`src/rtl/muldiv_pkg.sv`:
```
// Shared definitions for the M-extension multiply/divide unit:
// funct3 codes, FSM states and small decode helpers.
package muldiv_pkg;

  localparam logic [2:0] F3_MUL    = 3'b000;
  localparam logic [2:0] F3_MULH   = 3'b001;
  localparam logic [2:0] F3_MULHSU = 3'b010;
  localparam logic [2:0] F3_MULHU  = 3'b011;
  localparam logic [2:0] F3_DIV    = 3'b100;
  localparam logic [2:0] F3_DIVU   = 3'b101;
  localparam logic [2:0] F3_REM    = 3'b110;
  localparam logic [2:0] F3_REMU   = 3'b111;

  typedef enum logic [1:0] {
    ST_IDLE = 2'd0,
    ST_CALC = 2'd1,
    ST_DONE = 2'd2
  } state_t;

  function automatic logic is_div(input logic [2:0] f3);
    return f3[2];
  endfunction

  function automatic logic is_signed_a(input logic [2:0] f3);
    return (f3 == F3_MULH) || (f3 == F3_MULHSU) || (f3 == F3_DIV) || (f3 == F3_REM);
  endfunction

  function automatic logic is_signed_b(input logic [2:0] f3);
    return (f3 == F3_MULH) || (f3 == F3_DIV) || (f3 == F3_REM);
  endfunction

endpackage

```
`src/rtl/muldiv_if.sv`:
```
// Request/response bundle between the execute stage and the muldiv unit.
interface muldiv_if #(
  parameter int XLEN = 32
);
  logic            start;
  logic            kill;
  logic [2:0]      funct3;
  logic [XLEN-1:0] op_a;
  logic [XLEN-1:0] op_b;
  logic            ready;
  logic            busy;
  logic            done;
  logic [XLEN-1:0] result;

  modport master (
    output start, kill, funct3, op_a, op_b,
    input  ready, busy, done, result
  );

  modport slave (
    input  start, kill, funct3, op_a, op_b,
    output ready, busy, done, result
  );
endinterface

```
`src/rtl/muldiv_neg.sv`:
```
// Conditional two's-complement negate; inc adds the carry-in so a high
// half can be negated correctly when the low half below it is nonzero.
module muldiv_neg #(
  parameter int W = 32
) (
  input  logic         en,
  input  logic         inc,
  input  logic [W-1:0] a,
  output logic [W-1:0] y
);
  assign y = en ? (~a + {{(W-1){1'b0}}, inc}) : a;
endmodule

```
`src/rtl/muldiv_unit.sv`:
```
// Multi-cycle RISC-V M-extension unit: radix-2 shift-add multiply and
// restoring divide sharing one 2*XLEN accumulator, one bit per cycle.
module muldiv_unit
  import muldiv_pkg::*;
#(
  parameter int XLEN = 32
) (
  input logic     clk,
  input logic     rst_n,
  muldiv_if.slave bus
);
  localparam int CW = $clog2(XLEN);

  state_t            state_reg;
  logic [2:0]        f3_reg;
  logic              sa_reg, sb_reg;
  logic [XLEN-1:0]   a_reg, b_reg, result_reg;
  logic [2*XLEN-1:0] acc_reg;
  logic [CW-1:0]     cnt_reg;
  logic              ready_reg, busy_reg, done_reg;

  logic            sa, sb, accept, div_zero, div_ovf;
  logic [XLEN-1:0] mag_a, mag_b, special_res;

  assign sa       = is_signed_a(bus.funct3) & bus.op_a[XLEN-1];
  assign sb       = is_signed_b(bus.funct3) & bus.op_b[XLEN-1];
  assign accept   = bus.start & ready_reg & ~bus.kill;
  assign div_zero = is_div(bus.funct3) && (bus.op_b == '0);
  assign div_ovf  = ((bus.funct3 == F3_DIV) || (bus.funct3 == F3_REM)) &&
                    (bus.op_a == {1'b1, {(XLEN-1){1'b0}}}) && (bus.op_b == '1);
  // funct3[1] selects the remainder flavour of a divide
  assign special_res = div_zero ? (bus.funct3[1] ? bus.op_a : '1)
                                : (bus.funct3[1] ? '0 : bus.op_a);

  muldiv_neg #(.W(XLEN)) u_neg_a (.en(sa), .inc(1'b1), .a(bus.op_a), .y(mag_a));
  muldiv_neg #(.W(XLEN)) u_neg_b (.en(sb), .inc(1'b1), .a(bus.op_b), .y(mag_b));

  logic [2*XLEN-1:0] acc_mul, acc_div, acc_next;
  logic [XLEN:0]     rem_shift, rem_diff;

  // counter doubles as the MSB-first bit index into the latched operand
  always_comb begin
    acc_mul   = {acc_reg[2*XLEN-2:0], 1'b0} +
                (b_reg[cnt_reg] ? {{XLEN{1'b0}}, a_reg} : {(2*XLEN){1'b0}});
    rem_shift = {acc_reg[2*XLEN-1:XLEN], a_reg[cnt_reg]};
    rem_diff  = rem_shift - {1'b0, b_reg};
    acc_div   = rem_diff[XLEN] ? {rem_shift[XLEN-1:0], acc_reg[XLEN-2:0], 1'b0}
                               : {rem_diff[XLEN-1:0],  acc_reg[XLEN-2:0], 1'b1};
    acc_next  = is_div(f3_reg) ? acc_div : acc_mul;
  end

  logic [XLEN-1:0] raw_res, fix_res;
  logic            neg_res, inc_res;

  always_comb begin
    raw_res = acc_next[XLEN-1:0];
    inc_res = 1'b1;
    neg_res = sa_reg ^ sb_reg;
    case (f3_reg)
      F3_MULH, F3_MULHSU, F3_MULHU: begin
        raw_res = acc_next[2*XLEN-1:XLEN];
        inc_res = (acc_next[XLEN-1:0] == '0);
      end
      F3_REM, F3_REMU: begin
        raw_res = acc_next[2*XLEN-1:XLEN];
        neg_res = sa_reg;
      end
      default: ;
    endcase
  end

  muldiv_neg #(.W(XLEN)) u_neg_res (.en(neg_res), .inc(inc_res), .a(raw_res), .y(fix_res));

  always_ff @(posedge clk or negedge rst_n) begin
    if (!rst_n) begin
      state_reg  <= ST_IDLE;
      f3_reg     <= '0;
      sa_reg     <= 1'b0;
      sb_reg     <= 1'b0;
      a_reg      <= '0;
      b_reg      <= '0;
      acc_reg    <= '0;
      cnt_reg    <= '0;
      result_reg <= '0;
      ready_reg  <= 1'b1;
      busy_reg   <= 1'b0;
      done_reg   <= 1'b0;
    end else begin
      case (state_reg)
        ST_CALC: begin
          if (bus.kill) begin
            state_reg <= ST_IDLE;
            ready_reg <= 1'b1;
            busy_reg  <= 1'b0;
          end else begin
            acc_reg <= acc_next;
            if (cnt_reg == '0) begin
              state_reg  <= ST_DONE;
              result_reg <= fix_res;
              ready_reg  <= 1'b1;
              busy_reg   <= 1'b0;
              done_reg   <= 1'b1;
            end else begin
              cnt_reg <= cnt_reg - 1'b1;
            end
          end
        end
        default: begin
          if (accept) begin
            f3_reg  <= bus.funct3;
            sa_reg  <= sa;
            sb_reg  <= sb;
            a_reg   <= mag_a;
            b_reg   <= mag_b;
            acc_reg <= '0;
            cnt_reg <= CW'(XLEN - 1);
            if (div_zero || div_ovf) begin
              state_reg  <= ST_DONE;
              result_reg <= special_res;
              ready_reg  <= 1'b1;
              busy_reg   <= 1'b0;
              done_reg   <= 1'b1;
            end else begin
              state_reg <= ST_CALC;
              ready_reg <= 1'b0;
              busy_reg  <= 1'b1;
              done_reg  <= 1'b0;
            end
          end else begin
            state_reg <= ST_IDLE;
            ready_reg <= 1'b1;
            busy_reg  <= 1'b0;
            done_reg  <= 1'b0;
          end
        end
      endcase
    end
  end

  assign bus.ready  = ready_reg;
  assign bus.busy   = busy_reg;
  assign bus.done   = done_reg;
  assign bus.result = result_reg;

endmodule

```
`src/flat_wrapper.sv`:
```
// flat-port wrapper written by rule: the top's interface ports become plain ports
module muldiv_unit_flat import muldiv_pkg::*;
#(
  parameter int XLEN = 32
)
  (clk, rst_n, bus_start, bus_kill, bus_funct3, bus_op_a, bus_op_b, bus_ready, bus_busy, bus_done, bus_result);
  muldiv_if #(.XLEN(XLEN)) bus_i ();
  input logic clk;
  input logic rst_n;
  input wire logic [$bits(bus_i.start)-1:0] bus_start;
  input wire logic [$bits(bus_i.kill)-1:0] bus_kill;
  input wire logic [$bits(bus_i.funct3)-1:0] bus_funct3;
  input wire logic [$bits(bus_i.op_a)-1:0] bus_op_a;
  input wire logic [$bits(bus_i.op_b)-1:0] bus_op_b;
  output wire logic [$bits(bus_i.ready)-1:0] bus_ready;
  output wire logic [$bits(bus_i.busy)-1:0] bus_busy;
  output wire logic [$bits(bus_i.done)-1:0] bus_done;
  output wire logic [$bits(bus_i.result)-1:0] bus_result;
  assign bus_i.start = bus_start;
  assign bus_i.kill = bus_kill;
  assign bus_i.funct3 = bus_funct3;
  assign bus_i.op_a = bus_op_a;
  assign bus_i.op_b = bus_op_b;
  assign bus_ready = bus_i.ready;
  assign bus_busy = bus_i.busy;
  assign bus_done = bus_i.done;
  assign bus_result = bus_i.result;
  muldiv_unit #(.XLEN(XLEN)) u_core (.clk(clk), .rst_n(rst_n), .bus(bus_i));
endmodule
```
`config.mk`:
```
export PLATFORM = sky130hd
export DESIGN_NAME = muldiv_unit_flat
export DESIGN_NICKNAME = d
export VERILOG_FILES = /design/src/rtl/muldiv_pkg.sv /design/src/rtl/muldiv_if.sv /design/src/rtl/muldiv_neg.sv /design/src/rtl/muldiv_unit.sv /design/src/flat_wrapper.sv
export SDC_FILE = /design/constraint.sdc
export NUM_CORES = 1
export LEC_CHECK = 0
export ABC_CLOCK_PERIOD_IN_PS = 6500
export BUFFER_PORTS_ARGS = -buffer_cell sky130_fd_sc_hd__buf_2
export CORE_MARGIN = 2
export CORE_UTILIZATION = 46
export DETAILED_ROUTE_END_ITERATION = 10
export PLACE_DENSITY = 0.73
export SYNTH_ARGS = -nofsm -noshare
export SYNTH_HDL_FRONTEND = slang
export SYNTH_SLANG_ARGS = --single-unit
```
`constraint.sdc`:
```
create_clock -name clk -period 6.5 [get_ports clk]
set_clock_uncertainty 0.05 [all_clocks]
set_input_delay 0.975 -clock clk [delete_from_list [all_inputs] [get_ports clk]]
set_output_delay 0.975 -clock clk [all_outputs]
set_load 0.1 [all_outputs]
```
; ---- Word-level counts from Yosys, hierarchy flattened
; Index checks and enable logic that the tools add are counted.
[op_classes]
reduce_logical = 23
bitwise_logic = 10
muxes = 46
magnitude_cmp = 1
add_sub_neg = 6
n_eq_ne = 16
[ops]
columns = operator, count
row1 = $mux 32, 13
row2 = $mux 64, 5
row3 = $not 32->32, 3
row4 = $add 32x1->32 const B, 2
row5 = $add 64x64->64, 1
row6 = $eq 32x32->1 const B, 2
row7 = $logic_not 32->1, 2
row8 = $sub 33x32->33, 1
row9 = $add 32x1->32, 1
row10 = $mux 5, 4
row11 = $mux 1, 17
row12 = $eq 3x3->1 const B, 4
row13 = $bmux 1 s5, 2
row14 = $mux 2, 5
row15 = $eq 3x2->1 const B, 3
row16 = $logic_or 1x1->1, 7
row17 = $eq 3x1->1 const B, 2
row18 = $lt 5x6->1 const B, 1
row19 = $reduce_and 2->1, 3
row20 = $logic_not 5->1, 1
row21 = $reduce_or 5->1, 1
row22 = $sub 5x1->5 const B, 1
row23 = $and 1x1->1, 4
row24 = $ne 2x2->1 const B, 2
row25 = other kinds (11), 15
[word_totals]
reg_bits = 175
inputBits = 71
word_cells = 114

; ---- Depth between registers and ports, before layout
[logic_depth]
word_depth = 12
ltp_mapped = 28
depth_no_buf = 26

; ---- Hierarchy
; A second synthesis with hierarchy kept.
[hier_totals]
cells_unflattened = 2156
area_unflattened_um2 = 16632.2
[by_module_without_submodules]
columns = module, n_inst, cells_each, area_each_um2, seq_area_each_um2
row1 = muldiv_unit, 1, 1826, 14252.4, 4355.4
row2 = muldiv_neg, 3, 110, 793.3, 0.0

; ---- Least setup slack after synthesis
; OpenSTA, ideal clock, no wires.
[synth_timing]
kind = flip-flop to flip-flop
start = register u_core.cnt_reg[0]
end = register u_core.result_reg[24], in the netlist u_core.bus.result[24]
path_stages_with_launch = 27
arrival_time_ns = 6.528
setup_ns = 0.087
synth_period_minus_slack_ns = 6.665
path_slack_ns = -0.165
cell_sequence = dfrtp_1 -> clkbuf_1 -> mux4_2 -> mux4_2 -> mux2i_1 -> clkbuf_1 -> nor2b_1 -> ha_1 -> fa_1 -> a211oi_1 -> o211ai_1 -> a211o_1 -> a41oi_1 -> xor2_1 -> nor2_1 -> a21oi_1 -> nand4_1 -> nor3_1 -> nand4b_1 -> o21ai_0 -> ha_1 -> ha_1 -> nand3_1 -> nor3_4 -> nand3_2 -> mux2_1 -> o211ai_1
[synth_between]
elab_chain_cells = 12
word_cells_on_any_way = 21
[synth_rtl]
columns = item, line_no
row1 = from (decl), muldiv_unit.sv:19  ; logic [CW-1:0] cnt_reg;
row2 = from (signal assigned), muldiv_unit.sv:104  ; cnt_reg <= cnt_reg - 1'b1;
row3 = from (signal assigned), muldiv_unit.sv:116  ; cnt_reg <= CW'(XLEN - 1);
row4 = "$bmux 1 s5, on equally long branches", "muldiv_unit.sv:44, muldiv_unit.sv:45"
row5 = "$mux 1, on equally long branches", "muldiv_unit.sv:44, muldiv_unit.sv:45"
row6 = $mux 32 / $sub 33x32->33 (equally long branches), "muldiv_unit.sv:44, muldiv_unit.sv:46"
row7 = $add 64x64->64 / $mux 64 (equally long branches), "muldiv_unit.sv:43, muldiv_unit.sv:47"
row8 = $mux 64, muldiv_unit.sv:49  ; acc_next = is_div(f3_reg) ? acc_div : acc_mul;
row9 = $logic_not 32->1 / $mux 32 (equally long branches), "muldiv_unit.sv:62, muldiv_unit.sv:59"
row10 = $mux 1 / $not 32->32 (equally long branches), "muldiv_unit.sv:59, muldiv_neg.sv:11"
row11 = $add 32x1->32, muldiv_neg.sv:11  ; assign y = en ? (~a + {{(W-1){1'b0}}, inc}) : a;
row12 = $mux 32, muldiv_neg.sv:11
row13 = $mux 32, muldiv_unit.sv:97  ; if (cnt_reg == '0) begin
row14 = $mux 32, muldiv_unit.sv:91  ; if (bus.kill) begin
row15 = $mux 32, muldiv_unit.sv:89  ; case (state_reg)
row16 = to (signal assigned), muldiv_unit.sv:99  ; result_reg <= fix_res;
row17 = to (signal assigned), muldiv_unit.sv:119  ; result_reg <= special_res;
row18 = to (decl), muldiv_unit.sv:17  ; logic [XLEN-1:0] a_reg, b_reg, result_reg;
; Several ways; a longest one is shown, not always the timed one. The select of a mux whose other input is x is not followed.
; A chain may end at the register's enable or synchronous reset.

; ---- Worst setup path in the final report
[layout_timing]
start = register u_core.cnt_reg[0]
end = register u_core.result_reg[26], in the netlist u_core.bus.result[26]
; Same word-level chain as after synthesis.

==> flow_summary.ini <==
[sta]
worst_pin_slew_ns = 1.221
post-route-period-util = 0.9849
drv_slew = 0
fmax_ghz = 0.1562
finalSetupViolCount = 0
hold_viol = 0
rsz0062_at_grt = yes
period_minus_slack_ns = 6.402
slew-limit-headroom = 0.1805

[logic_synthesis]
seq_area_frac_synth = 0.2572
synth_nets = 2336
synthDominantCellAreaShare = 0.2557
syn_area_per_cell_sq_um = 7.724
yosys.area.top_type = dfrtp_1
synth_edf_count = 0
synth_area_leaders = dfrtp_1 (26%), o21ai_0 (6.6%), nand2_1 (6.5%), ha_1 (5.2%), a21oi_1 (4.9%)
synth-seq-cells = 174
synthCells = 2192
async_flop_share = 1.000
ys_types = 102
syn_area_sq_um = 16930
synth_ff_type = dfrtp_1
synth_warnings = 0

[grt]
grt_usage = 0.3480
gr-total-overflow = 0
antenna_found_initial = 2
grt_max_degree = 98
grt_pass1_wl_microns = 102500
grt_pass1_vias = 17250

[floorplanning]
die-area_sq_um = 38360
core_area_sq_um = 36430
die_h_microns = 195.9
boundaryPins = 106
rows = 70
start_util = 0.4647
die_w_microns = 195.9

[clocking]
cts_tree = done
holdBufCountCts = 0
htree_levels = 4
cts_sinks = 174
clk_pin_slew_worst_paths_ns = 0.07
clock_path_buffers = 2
root_buffer = clkbuf_16
clock_latency_ns = 0.46
numCtsBuffers = 17

[final_layout]
antennaDiodeCount = 0
register_area_sq_um = 4358
n_fill_cell = 3382
final_nets = 2576
final_cell_count_no_fill = 2913
area_growth_pct = 21.64
multi_input_area_sq_um = 12300
drive_gt1_frac = 0.2233
largest_reg_flops = 64

[flow_run]
drv_cap = 0

[hold_path]
worstHoldPathType = primary input to async pin

[worst_setup_path]
crit_type = flop to flop
crit_fanout = 5
arrival_ns = 6.69
setup.worst_path.end_class = flop
required_ns = 6.79
crit_path_start_kind = flop
crit_path_frequent_cell = buf_4
crit_slowest_cell = mux4_2
critPathMaxStageDelay_ns = 0.50

[place]
port_buffers = 105
dp_cells = 2852
routabilityCongestion = 1.020
hpwl_microns = 52570

[routing]
ant_nets = 0
drt_iter0_markers = 2276
drt-total-wl_microns = 68500
first_pass_iters = 7
vias_per_cell = 6.488
vias = 18900
drcViolationCount = 0
wl_per_cell_microns = 23.51

[power]
p_leak_nw = 8.835
total_power_mw = 11.56
vdd_drop_max_v = 0.0005797
power_density_nw_per_um2 = 561.1

[run_status]
outcome = completed
-- timing repair --
item                                    in CTS  in global routing
buffers inserted                             4                 21
pin swaps                                    6                 60
cloned                                       0                  4
endpoints found under the setup margin      21                 29
gates resized for setup                      9                101
-- final timing paths --
kind	start	to	slack [ns]	depth (start not counted)
min in group clk	u_core.bus.result[0]	u_core.bus.result[0]	0.45	2
max in group asynchronous	rst_n	u_core.f3_reg[2]	4.63	2
max reg2reg	u_core.cnt_reg[0]	u_core.bus.result[26]	0.1	29
min	rst_n	u_core.b_reg[18]	0.44	1
min reg2reg	u_core.bus.result[0]	u_core.bus.result[0]	0.45	2
max	u_core.cnt_reg[0]	u_core.bus.result[26]	0.1	29
-- Yosys cell counts, types with 26 or more instances --
cell,n
a211oi_1,26
a21o_1,28
a21oi_1,167
a31oi_1,28
and3_1,26
clkbuf_1,104
dfrtp_1,173
ha_1,71
inv_1,56
mux2i_1,34
nand2_1,294
nand3_1,109
nand4_1,45
nor2_1,148
nor2b_1,40
nor3_1,47
o21ai_0,223
xnor2_1,88
xor2_1,73
-- cells in the final DEF (no fill, tap or decap), types with 26 or more instances in the layout --
| master | instances |
|---|---|
| nand4_1 | 45 |
| mux2i_1 | 31 |
| buf_2 | 104 |
| nor2_1 | 146 |
| a21o_1 | 27 |
| xor2_1 | 67 |
| inv_1 | 56 |
| nor3_1 | 44 |
| nand3_1 | 106 |
| xnor2_1 | 88 |
| a21oi_1 | 152 |
| and3_1 | 26 |
| ha_1 | 59 |
| a31oi_1 | 26 |
| nor2b_1 | 33 |
| o21ai_0 | 213 |
| dfrtp_1 | 171 |
| buf_4 | 236 |
| nand2_1 | 291 |
-- stage by stage --
stage	util	cell area [sq um]	setup TNS (ns)	setup WS (ns)	hold slack [ns]
after floorplan	-	16930	0	0.09764	0.3978
after global placement	0.5280	19240	-0.2506	-0.1003	0.4137
after detailed placement	0.5280	19240	-2.027	-0.2381	0.4212
after CTS	0.5456	19880	0	0.03352	0.4492
after global routing	0.5652	20590	-1.003	-0.1368	0.4717
final	0.5652	20590	0	0.09804	0.4423
-- cell type report --
cell class | count | area share
Inverter | 58 | 0.01057
Clock inverter | 13 | 0.006075
Multi-Input combinational cell | 1826 | 0.5973
Sequential cell | 174 | 0.2116
Clock buffer | 19 | 0.02199
Timing Repair Buffer | 355 | 0.1241
Tap cell | 468 | 0.02843
-- critical path, delay by kind of cell, from the launching register on --
family	cells	cell delay, ns
compound gates	8	1.55
mux	3	1.16
simple gates	7	0.99
fa+ha+maj	4	0.92
buf+inv	5	0.78
xor+xnor	2	0.42
flops	1	0.42
-- power by group --
part / leakage (nW) / switching, mW / total (mW) / internal (mW)
registers: 2.23 / 0.536 / 1.99 / 1.46
clock network: 0.280 / 0.502 / 1.06 / 0.556
logic: 6.33 / 5.26 / 8.51 / 3.25
total: 8.84 / 6.30 / 11.6 / 5.26
-- per-layer routing --
| layer | global-route usage | wire length (microns) |
|---|---|---|
| met1 | 0.4925 | 28650 |
| met4 | 0.1352 | 3162 |
| met5 | 0 | 27 |
| met3 | 0.07323 | 7378 |
| met2 | 0.5202 | 29280 |
-- cell families (layout without fill, tap and decap cells) --
logic type | count (synthesis) | count (layout) | synth area share
buf+inv | 192 | 445 | 0.04500
xor+xnor | 161 | 161 | 0.08328
simple gates | 830 | 830 | 0.2401
fa+ha+maj | 95 | 95 | 0.06784
mux | 66 | 66 | 0.05491
compound gates | 674 | 674 | 0.2516
flops | 174 | 174 | 0.2572
Power figures use the tool's default switching activity.
